File: src/rtl/data_memory_arbiter.sv
// ---------------------------------------------------------------------------
// data_memory_arbiter
//
// Gives one memory address/write port to two masters: the processor
// load/store path and a frame-transfer engine. The engine either streams a
// full IMAGE_WIDTH x IMAGE_HEIGHT frame into memory (load) or out of memory
// (dump). The memory has a combinational read and commits writes on the
// falling clock edge, so an access is one granted cycle.
//
// Ports
//   CLK, RST          clock, asynchronous active-high reset
//   c_req/c_we        processor request and write enable
//   c_addr/c_wdata    processor address and write data
//   c_gnt             processor access performed this cycle (combinational)
//   c_rdata/c_rvalid  registered read data and its one-cycle valid pulse
//   start/mode/base   launch a transfer (0 = load, 1 = dump) at frame base
//   busy/done         engine active / one-cycle completion pulse
//   s_valid/s_data    load stream input; s_ready marks a pixel accepted
//   d_valid/d_data    registered dump stream output; d_ready from consumer
//   M_WE/M_A/M_WD     memory port; M_RD is the memory read data
// ---------------------------------------------------------------------------
module data_memory_arbiter #(
    parameter int IMAGE_WIDTH  = 15,
    parameter int IMAGE_HEIGHT = 15,
    parameter int PIX_SIZE     = 16
) (
    input  logic                CLK,
    input  logic                RST,
    input  logic                c_req,
    input  logic                c_we,
    input  logic [PIX_SIZE-1:0] c_addr,
    input  logic [PIX_SIZE-1:0] c_wdata,
    output logic                c_gnt,
    output logic [PIX_SIZE-1:0] c_rdata,
    output logic                c_rvalid,
    input  logic                start,
    input  logic                mode,
    input  logic [PIX_SIZE-1:0] base,
    output logic                busy,
    output logic                done,
    input  logic                s_valid,
    input  logic [PIX_SIZE-1:0] s_data,
    output logic                s_ready,
    output logic                d_valid,
    output logic [PIX_SIZE-1:0] d_data,
    input  logic                d_ready,
    output logic                M_WE,
    output logic [PIX_SIZE-1:0] M_A,
    output logic [PIX_SIZE-1:0] M_WD,
    input  logic [PIX_SIZE-1:0] M_RD
);

    localparam int NPIX = IMAGE_WIDTH * IMAGE_HEIGHT;
    localparam logic [PIX_SIZE-1:0] LAST_IDX = PIX_SIZE'(NPIX - 1);

    typedef enum logic [2:0] {
        IDLE,
        LOAD,
        DUMP,
        DRAIN,
        DONE
    } state_t;

    state_t              state, state_nxt;
    logic [PIX_SIZE-1:0] base_r;
    logic [PIX_SIZE-1:0] idx;
    logic                prio_eng;   // 1: engine wins the next tie
    logic                ereq;
    logic                cgnt;
    logic                egnt;
    logic [PIX_SIZE-1:0] eaddr;

    // Engine request. In DUMP the output register must have room: either
    // it is empty or its word is being taken this cycle.
    always_comb begin
        ereq = 1'b0;
        case (state)
            LOAD:    ereq = s_valid;
            DUMP:    ereq = ~d_valid | d_ready;
            default: ereq = 1'b0;
        endcase
    end

    // Round-robin: on a tie the master not granted last wins.
    assign cgnt  = c_req & (~ereq | ~prio_eng);
    assign egnt  = ereq & ~cgnt;
    assign eaddr = base_r + idx;   // wraps at 2^PIX_SIZE

    assign c_gnt   = cgnt;
    assign s_ready = egnt & (state == LOAD);
    assign busy    = (state != IDLE);
    assign done    = (state == DONE);

    always_comb begin
        M_WE = 1'b0;
        M_A  = '0;
        M_WD = '0;
        if (cgnt) begin
            M_WE = c_we;
            M_A  = c_addr;
            M_WD = c_wdata;
        end else if (egnt) begin
            M_WE = (state == LOAD);
            M_A  = eaddr;
            M_WD = s_data;
        end
    end

    always_ff @(posedge CLK or posedge RST) begin
        if (RST) begin
            state <= IDLE;
        end else begin
            state <= state_nxt;
        end
    end

    always_comb begin
        state_nxt = state;
        case (state)
            IDLE: begin
                if (start) begin
                    state_nxt = mode ? DUMP : LOAD;
                end
            end
            LOAD: begin
                if (egnt && (idx == LAST_IDX)) begin
                    state_nxt = DONE;
                end
            end
            DUMP: begin
                if (egnt && (idx == LAST_IDX)) begin
                    state_nxt = DRAIN;
                end
            end
            DRAIN: begin
                // Last word must have left the output register.
                if (!d_valid || d_ready) begin
                    state_nxt = DONE;
                end
            end
            DONE: begin
                state_nxt = IDLE;
            end
            default: begin
                state_nxt = IDLE;
            end
        endcase
    end

    always_ff @(posedge CLK or posedge RST) begin
        if (RST) begin
            base_r   <= '0;
            idx      <= '0;
            prio_eng <= 1'b0;
            c_rdata  <= '0;
            c_rvalid <= 1'b0;
            d_valid  <= 1'b0;
            d_data   <= '0;
        end else begin
            if ((state == IDLE) && start) begin
                base_r <= base;
                idx    <= '0;
            end else if (egnt) begin
                idx <= idx + PIX_SIZE'(1);
            end

            if (cgnt) begin
                prio_eng <= 1'b1;
            end else if (egnt) begin
                prio_eng <= 1'b0;
            end

            c_rvalid <= cgnt & ~c_we;
            if (cgnt && !c_we) begin
                c_rdata <= M_RD;
            end

            if (egnt && (state == DUMP)) begin
                d_data  <= M_RD;
                d_valid <= 1'b1;
            end else if (d_valid && d_ready) begin
                d_valid <= 1'b0;
            end
        end
    end

endmodule

File: config.mk
export PLATFORM = sky130hd
export DESIGN_NAME = data_memory_arbiter
export DESIGN_NICKNAME = d
export VERILOG_FILES = /design/src/rtl/data_memory_arbiter.sv
export SDC_FILE = /design/constraint.sdc
export NUM_CORES = 1
export LEC_CHECK = 0
export CAP_MARGIN = 20
export CORE_MARGIN = 5
export CORE_UTILIZATION = 45
export DETAILED_ROUTE_END_ITERATION = 8
export PLACE_DENSITY = 0.89
export SLEW_MARGIN = 15
export SYNTH_ARGS = -nofsm -noshare
export SYNTH_HDL_FRONTEND = slang
export SYNTH_SLANG_ARGS = --single-unit
File: constraint.sdc
create_clock -name CLK -period 2.9 [get_ports CLK]
set_input_delay 0.58 -clock CLK [delete_from_list [all_inputs] [get_ports CLK]]
set_output_delay 0.58 -clock CLK [all_outputs]
set_load 0.01 [all_outputs]
# ---- Word level (Yosys, flattened, before mapping)
# Index checks and enable logic that the tools add are counted.
dict set report totals {
  elab_cells 63
  output_inout_bits 71
  latch_bits 0
  romBits 0
  mem_bits_rw 0
  memories 0
  input_bits 88
  regBits 70
}
dict set report classes {
  order_cmp 0
  n_shift 0
  bitwise 11
  div_mod_pow 0
  add_sub_neg 2
  multipliers 0
  eq_ne 9
  n_reduce_logical 14
  mux 19
}
# cell count
set ops {}
lappend ops {{two-way mux 16 bit} 6}
lappend ops {{adder 16 x 1 -> 16 bit, second input constant} 1}
lappend ops {{adder 16 bit} 1}
lappend ops {{== test 16 x 8 -> 1 bit, second input constant} 1}
lappend ops {{two-way mux 3 bit} 4}
lappend ops {{case mux 3 bit (4 select lines)} 1}
lappend ops {{== test 3 x 2 -> 1 bit, second input constant} 2}
lappend ops {{two-way mux 1 bit} 6}
lappend ops {{!= test 2 bit, second input constant} 3}
lappend ops {{nonzero test 2 bit} 3}
lappend ops {{logical AND 1 bit} 5}
lappend ops {{inverter 1 bit} 5}
lappend ops {{AND 1 bit} 4}
lappend ops {{AND reduction 4 bit} 1}
lappend ops {{== test 3 x 1 -> 1 bit, second input constant} 1}
lappend ops {{== test 3 bit, second input constant} 1}
lappend ops {{zero test 3 bit} 1}
lappend ops {{nonzero test 3 bit} 1}
lappend ops {{zero test 1 bit} 2}
lappend ops {{two-way mux 2 bit} 1}
lappend ops {{!= test 2 x 1 -> 1 bit, second input constant} 1}
lappend ops {{OR 1 bit} 2}
lappend ops {{case mux 1 bit (2 select lines)} 1}
lappend ops {{logical OR 1 bit} 1}

# ---- Longest topological paths before layout
dict set report logic_depth {
  ltp_word 11
  mapped_depth 9
  depth_no_buf 9
}

# ---- Worst setup path before layout
# Ideal clock, no wire load.
dict set report synth_path {
  kind {register to output}
  start {register idx[0]}
  end {output port M_A[8]}
  required_ns 2.320
  arrival_ns 2.286
  n_path_buf 0
  stages_incl_launch_ff 10
  setup_slack_ns 0.034
  path_cell_list {dfrtp_1 > ha_1 > inv_1 > fa_1 > nor2b_1 > nor3_1 > o21ai_0 > a21boi_0 > xor2_1 > o31ai_1}
}
dict set report synth_via {
  elab_chain_cells 3
}
# item line_no
set synth_rtl {}
lappend synth_rtl {{from (decl)} 66} ;# logic [PIX_SIZE-1:0] idx;
lappend synth_rtl {{from (signal assigned)} 164} ;# idx <= idx + PIX_SIZE'(1);
lappend synth_rtl {{adder 16 bit} 87} ;# assign eaddr = base_r + idx;
lappend synth_rtl {{two-way mux 16 bit} 102} ;# end else if (egnt) begin
lappend synth_rtl {{two-way mux 16 bit} 98} ;# if (cgnt) begin
lappend synth_rtl {{to (decl)} 48} ;# output logic [PIX_SIZE-1:0] M_A,
# Every way passes these cells.

# ---- Worst setup path after layout
dict set report layout_path {
  start {register base_r[0]}
  end {output port M_A[14]}
}
dict set report layout_via {
  elab_chain_cells 3
}
# item line_no
set layout_rtl {}
lappend layout_rtl {{from (decl)} 65} ;# logic [PIX_SIZE-1:0] base_r;
lappend layout_rtl {{from (signal assigned)} 161} ;# base_r <= base;
lappend layout_rtl {{adder 16 bit} 87}
lappend layout_rtl {{two-way mux 16 bit} 102}
lappend layout_rtl {{two-way mux 16 bit} 98}
# Every way passes these cells.

==> Implementation_results.wiki <==
{| class="wikitable"
! Metric !! Value
|-
| Outcome || finished, violations left
|-
| Failing checks || negative setup slack
|-
| Number of cells on the worst reg-to-reg path || 10
|-
| Main combinational cell family by area after synthesis || simple AND/OR/NAND/NOR gates
|-
| Total standard cell area after synthesis || 4120 µm²
|-
| Area added between synthesis and finish || 64.2%
|-
| Average footprint of a synthesized cell || 9.94 µm²
|-
| Number of hold violations in the final report || 0
|-
| Total of max-cap violations || 0
|-
| Synth Warn # || 0
|-
| Number of flops mapped to enable cells by yosys || 0
|-
| Die Height || 106 µm
|-
| ANT cells || 0
|-
| Per-cell via count in the routed design || 5.34
|-
| Number of antenna violations at the first check in global routing || 0
|-
| Clock transition at the registers of the reported paths || 0.09 ns
|-
| First-pass GRT wire length || 20600 µm
|-
| Clock power frac || 14.9%
|-
| Buffers on Ports || 158
|-
| Count of mapped cells out of synthesis || 414
|-
| Boundary pin count || 159
|-
| Number of endpoints failing setup at the final stage || 7
|-
| Switching part of the total power || 37.6%
|-
| Number of DRC violations after detailed routing || 0
|-
| Cell count of the worst hold path || 1
|-
| Arrival @ worst endpoint || 2.49 ns
|-
| Place WS || -0.521 ns
|-
| Net count of the finished layout || 746
|-
| Later-pin clock latency in the skew report || 0.35 ns
|-
| Number of placement rows || 35
|-
| Crit path launch type || flop
|-
| Worst setup margin || -0.166 ns
|-
| Number of detailed-route iterations in the first pass || 5
|-
| Post-DR wirelength/cell || 17.2 µm
|-
| Portion of total power attributed to sequential cells || 26.7%
|-
| Power per unit of standard cell area || 911 nW/µm²
|-
| Number of buffers between clock root and the deepest sink || 2
|-
| Unrepaired setup endpoints after global routing || yes
|-
| Path type of the worst setup path || flop to output port
|-
| Largest net degree at the start of global routing || 71
|-
| Int Power || 3.84 mW
|-
| Worst rel slew slack || 68.3%
|-
| H-tree level count || 3
|-
| Fin crit period || 3.07 ns
|-
| Post-Synth XOR/XNOR Area || 5.11%
|-
| Adder-Cell Fraction of Synth Area || 5.65%
|-
| # clock sinks || 70
|-
| Syn nets || 520
|-
| Detailed-placement wirelength estimate || 9260 µm
|-
| Multiplexer share of the synthesized area || 13.7%
|-
| Capturing element type of the critical path || output port
|-
| Number of max-slew violations in the final report || 0
|-
| Reg2Reg Capture Point || idx[9]$_DFFE_PP0P_
|-
| Number of global-route vias before repair || 4307
|-
| Starting utilization of the core area || 45.4%
|-
| Max Clk Rate || 326 MHz
|-
| Flops & latches, synth || 70
|-
| TritonCTS clock tree || done
|-
| Overflow after GRT || 0
|-
| Beginning of the worst hold path || d_data[1]$_DFFE_PP0P_
|-
| Final clock skew || 0.00922 ns
|-
| Required time at the worst-slack endpoint || 2.32 ns
|-
| Starting DRC count in detailed routing || 150
|-
| Cell type contributing the most total cell area after synthesis || dfrtp_1
|-
| Count of hold buffers inserted by post-cts repair || 0
|-
| Master cell of the clock root buffer || clkbuf_8
|-
| Origin of the critical flop-to-flop path || state[0]$_DFFE_PP0P_
|-
| Total track usage || 22.8%
|-
| Last weighted congestion value of the routability-driven placer || 0.867
|-
| Part of the cycle the worst path needs || 106%
|-
| Simple logic cell fraction of the synthesized area || 16.8%
|-
| Antenna Violating Nets Remaining || 0
|-
| Most used flip-flop cell after synthesis || dfrtp_1
|-
| Vias after detailed routing || 4037
|-
| Path type of the worst min-delay path || flop to flop
|-
| Full die area || 11200 µm²
|-
| Fraction of synthesized cell area taken by the top area cell type || 42.6%
|-
| Hold path endpoint || d_data[1]$_DFFE_PP0P_
|-
| Flop-to-flop setup slack || 0.75 ns
|-
| Comb pwr share || 58.3%
|-
| Synth area leaders || dfrtp_1, mux2_2, nand2_1, ha_1, o21ai_0
|-
| Biggest fanout along the worst timing path || 2
|-
| DIE WIDTH || 106 µm
|-
| Net switching power || 2.31 mW
|-
| Proportion of synthesized chip area in sequential cells || 42.6%
|-
| Worst voltage drop across the vdd grid || 0.645 mV
|-
| Share of the synthesized area in compound gates (AO/OA/AOI/OAI) || 12.7%
|-
| Total Routed Length || 13000 µm
|-
| Static power due to leakage || 3.02 nW
|-
| Final-layout setup total negative slack || -0.851 ns
|-
| Least-Margin Pin Slew || 0.476 ns
|-
| Share of cells above drive strength 1 || 30.4%
|-
| Core ar. || 9060 µm²
|-
| Share of async-settable or async-resettable flops after synthesis || 100%
|-
| Synth unique cells || 53
|-
| Num CTS Buffers || 9
|}
## layout make-up
cell class / instances / area [µm²]
clock buffers: 9 / 124
clock inverters: 7 / 105
fillers: 598 / 2310
inverters: 10 / 37.5
multi-input cells: 316 / 2440
flip-flops and latches: 70 / 1750
well taps: 111 / 139
repair buffers: 233 / 2160
## power by group through the flow
stage	logic (mW)	clock network, mW	registers (mW)
2_1_floorplan	1.55	0	1.68
3_3_place_gp	3.21	0	1.61
3_5_place_dp	3.30	0	1.63
4_1_cts	3.36	0.930	1.63
5_1_grt	3.88	0.973	1.70
6_report	3.59	0.920	1.65
## kinds of logic after synthesis
family	Yosys count
and+or+nand+nor	138
AOI/OAI and AO/OA	89
DFF	70
muxes	47
buffers and inverters	28
xor gates and xnor gates	24
adders and majority gates	18
## cells in the mapped netlist, drive strengths merged, types with 3 or more instances
cell type  number
mux2           47
ha             17
a211oi          3
a21oi          24
nand4           8
nand3           6
dfrtp          70
nor2           19
inv            10
buf            13
and3            4
o21ai          37
nand2          67
nor3            6
or3             5
o211ai          4
nand2b          6
clkbuf          5
xor2           15
nor2b           6
xnor2           9
a21o            5
o31ai           6
## per-stage QoR
| stage | total power [mW] | instance area [µm²] | hold slack [ns] | cells | utilization, % |
|---|---|---|---|---|---|
| final | 6.15 | 6760 | 0.512 | 756 | 74.6 |
| after global routing | 6.55 | 6760 | 0.538 | 756 | 74.6 |
| after CTS | 5.92 | 6580 | 0.512 | 748 | 72.6 |
| after detailed placement | 4.94 | 6210 | 0.495 | 719 | 68.5 |
| after global placement | 4.82 | 6210 | 0.489 | 719 | 68.5 |
| after floorplan | 3.22 | 4120 | 0.480 | 414 | - |
## flip-flops by register name, summed over array words and instances, names as in the netlist
name,cells
c_rvalid,1
d_data,16
c_rdata,16
d_valid,1
idx,16
base_r,16
prio_eng,1
state,3
## repair_timing
| item | in CTS | in global routing |
|---|---|---|
| buffers inserted | 12 | 10 |
| hold endpoints to repair | 0 | 0 |
| cloned | 1 | 0 |
| resized for setup | 111 | 28 |
| pin swaps | 25 | 20 |
| endpoints found under the setup margin | 35 | 34 |
## how the worst max path moves through the flow
stage | startpoint | end
6_report | base_r[0]$_DFFE_PP0P_ | M_A[14]
2_1_floorplan | idx[0]$_DFFE_PP0P_ | M_A[8]
4_1_cts | idx[0]$_DFFE_PP0P_ | M_A[8]
3_5_place_dp | d_ready | M_A[8]
3_3_place_gp | d_ready | M_A[1]
5_1_grt | idx[0]$_DFFE_PP0P_ | M_A[14]
## layer usage
metal | part of all wire [%] | track usage [%] | up-vias
met5 | 0 | 0 | -
met4 | 3.2 | 8.60 | 0
met3 | 8.6 | 7.47 | 37
met2 | 51 | 40.4 | 164
met1 | 38 | 25.4 | 1931
li1 | - | - | 1905
## critical path: stages (launching register included)
cell and delay [ns]:
dfrtp_1 0.40, ha_4 0.16, inv_2 0.04, fa_2 0.36
nor2b_2 0.18, nor3_2 0.07, o21ai_2 0.19, a21oi_1 0.12
and3_1 0.19, o31ai_2 0.24, buf_2 0.19
## cells in the final DEF, fill, tap and decap left out, drive strengths merged, types with 6 or more instances in the layout
| cell | Yosys | routed |
|---|---|---|
| a21oi | 24 | 24 |
| buf | 13 | 89 |
| clkbuf | 5 | 10 |
| clkdlybuf4s50 | 0 | 122 |
| dfrtp | 70 | 70 |
| dlygate4sd2 | 0 | 20 |
| ha | 17 | 17 |
| inv | 10 | 13 |
| mux2 | 47 | 47 |
| nand2 | 67 | 67 |
| nand2b | 6 | 6 |
| nand3 | 6 | 6 |
| nand4 | 8 | 8 |
| nor2 | 19 | 19 |
| nor2b | 6 | 6 |
| nor3 | 6 | 6 |
| o21ai | 37 | 37 |
| o31ai | 6 | 6 |
| xnor2 | 9 | 9 |
| xor2 | 15 | 15 |
Power figures use the tool's default switching activity.
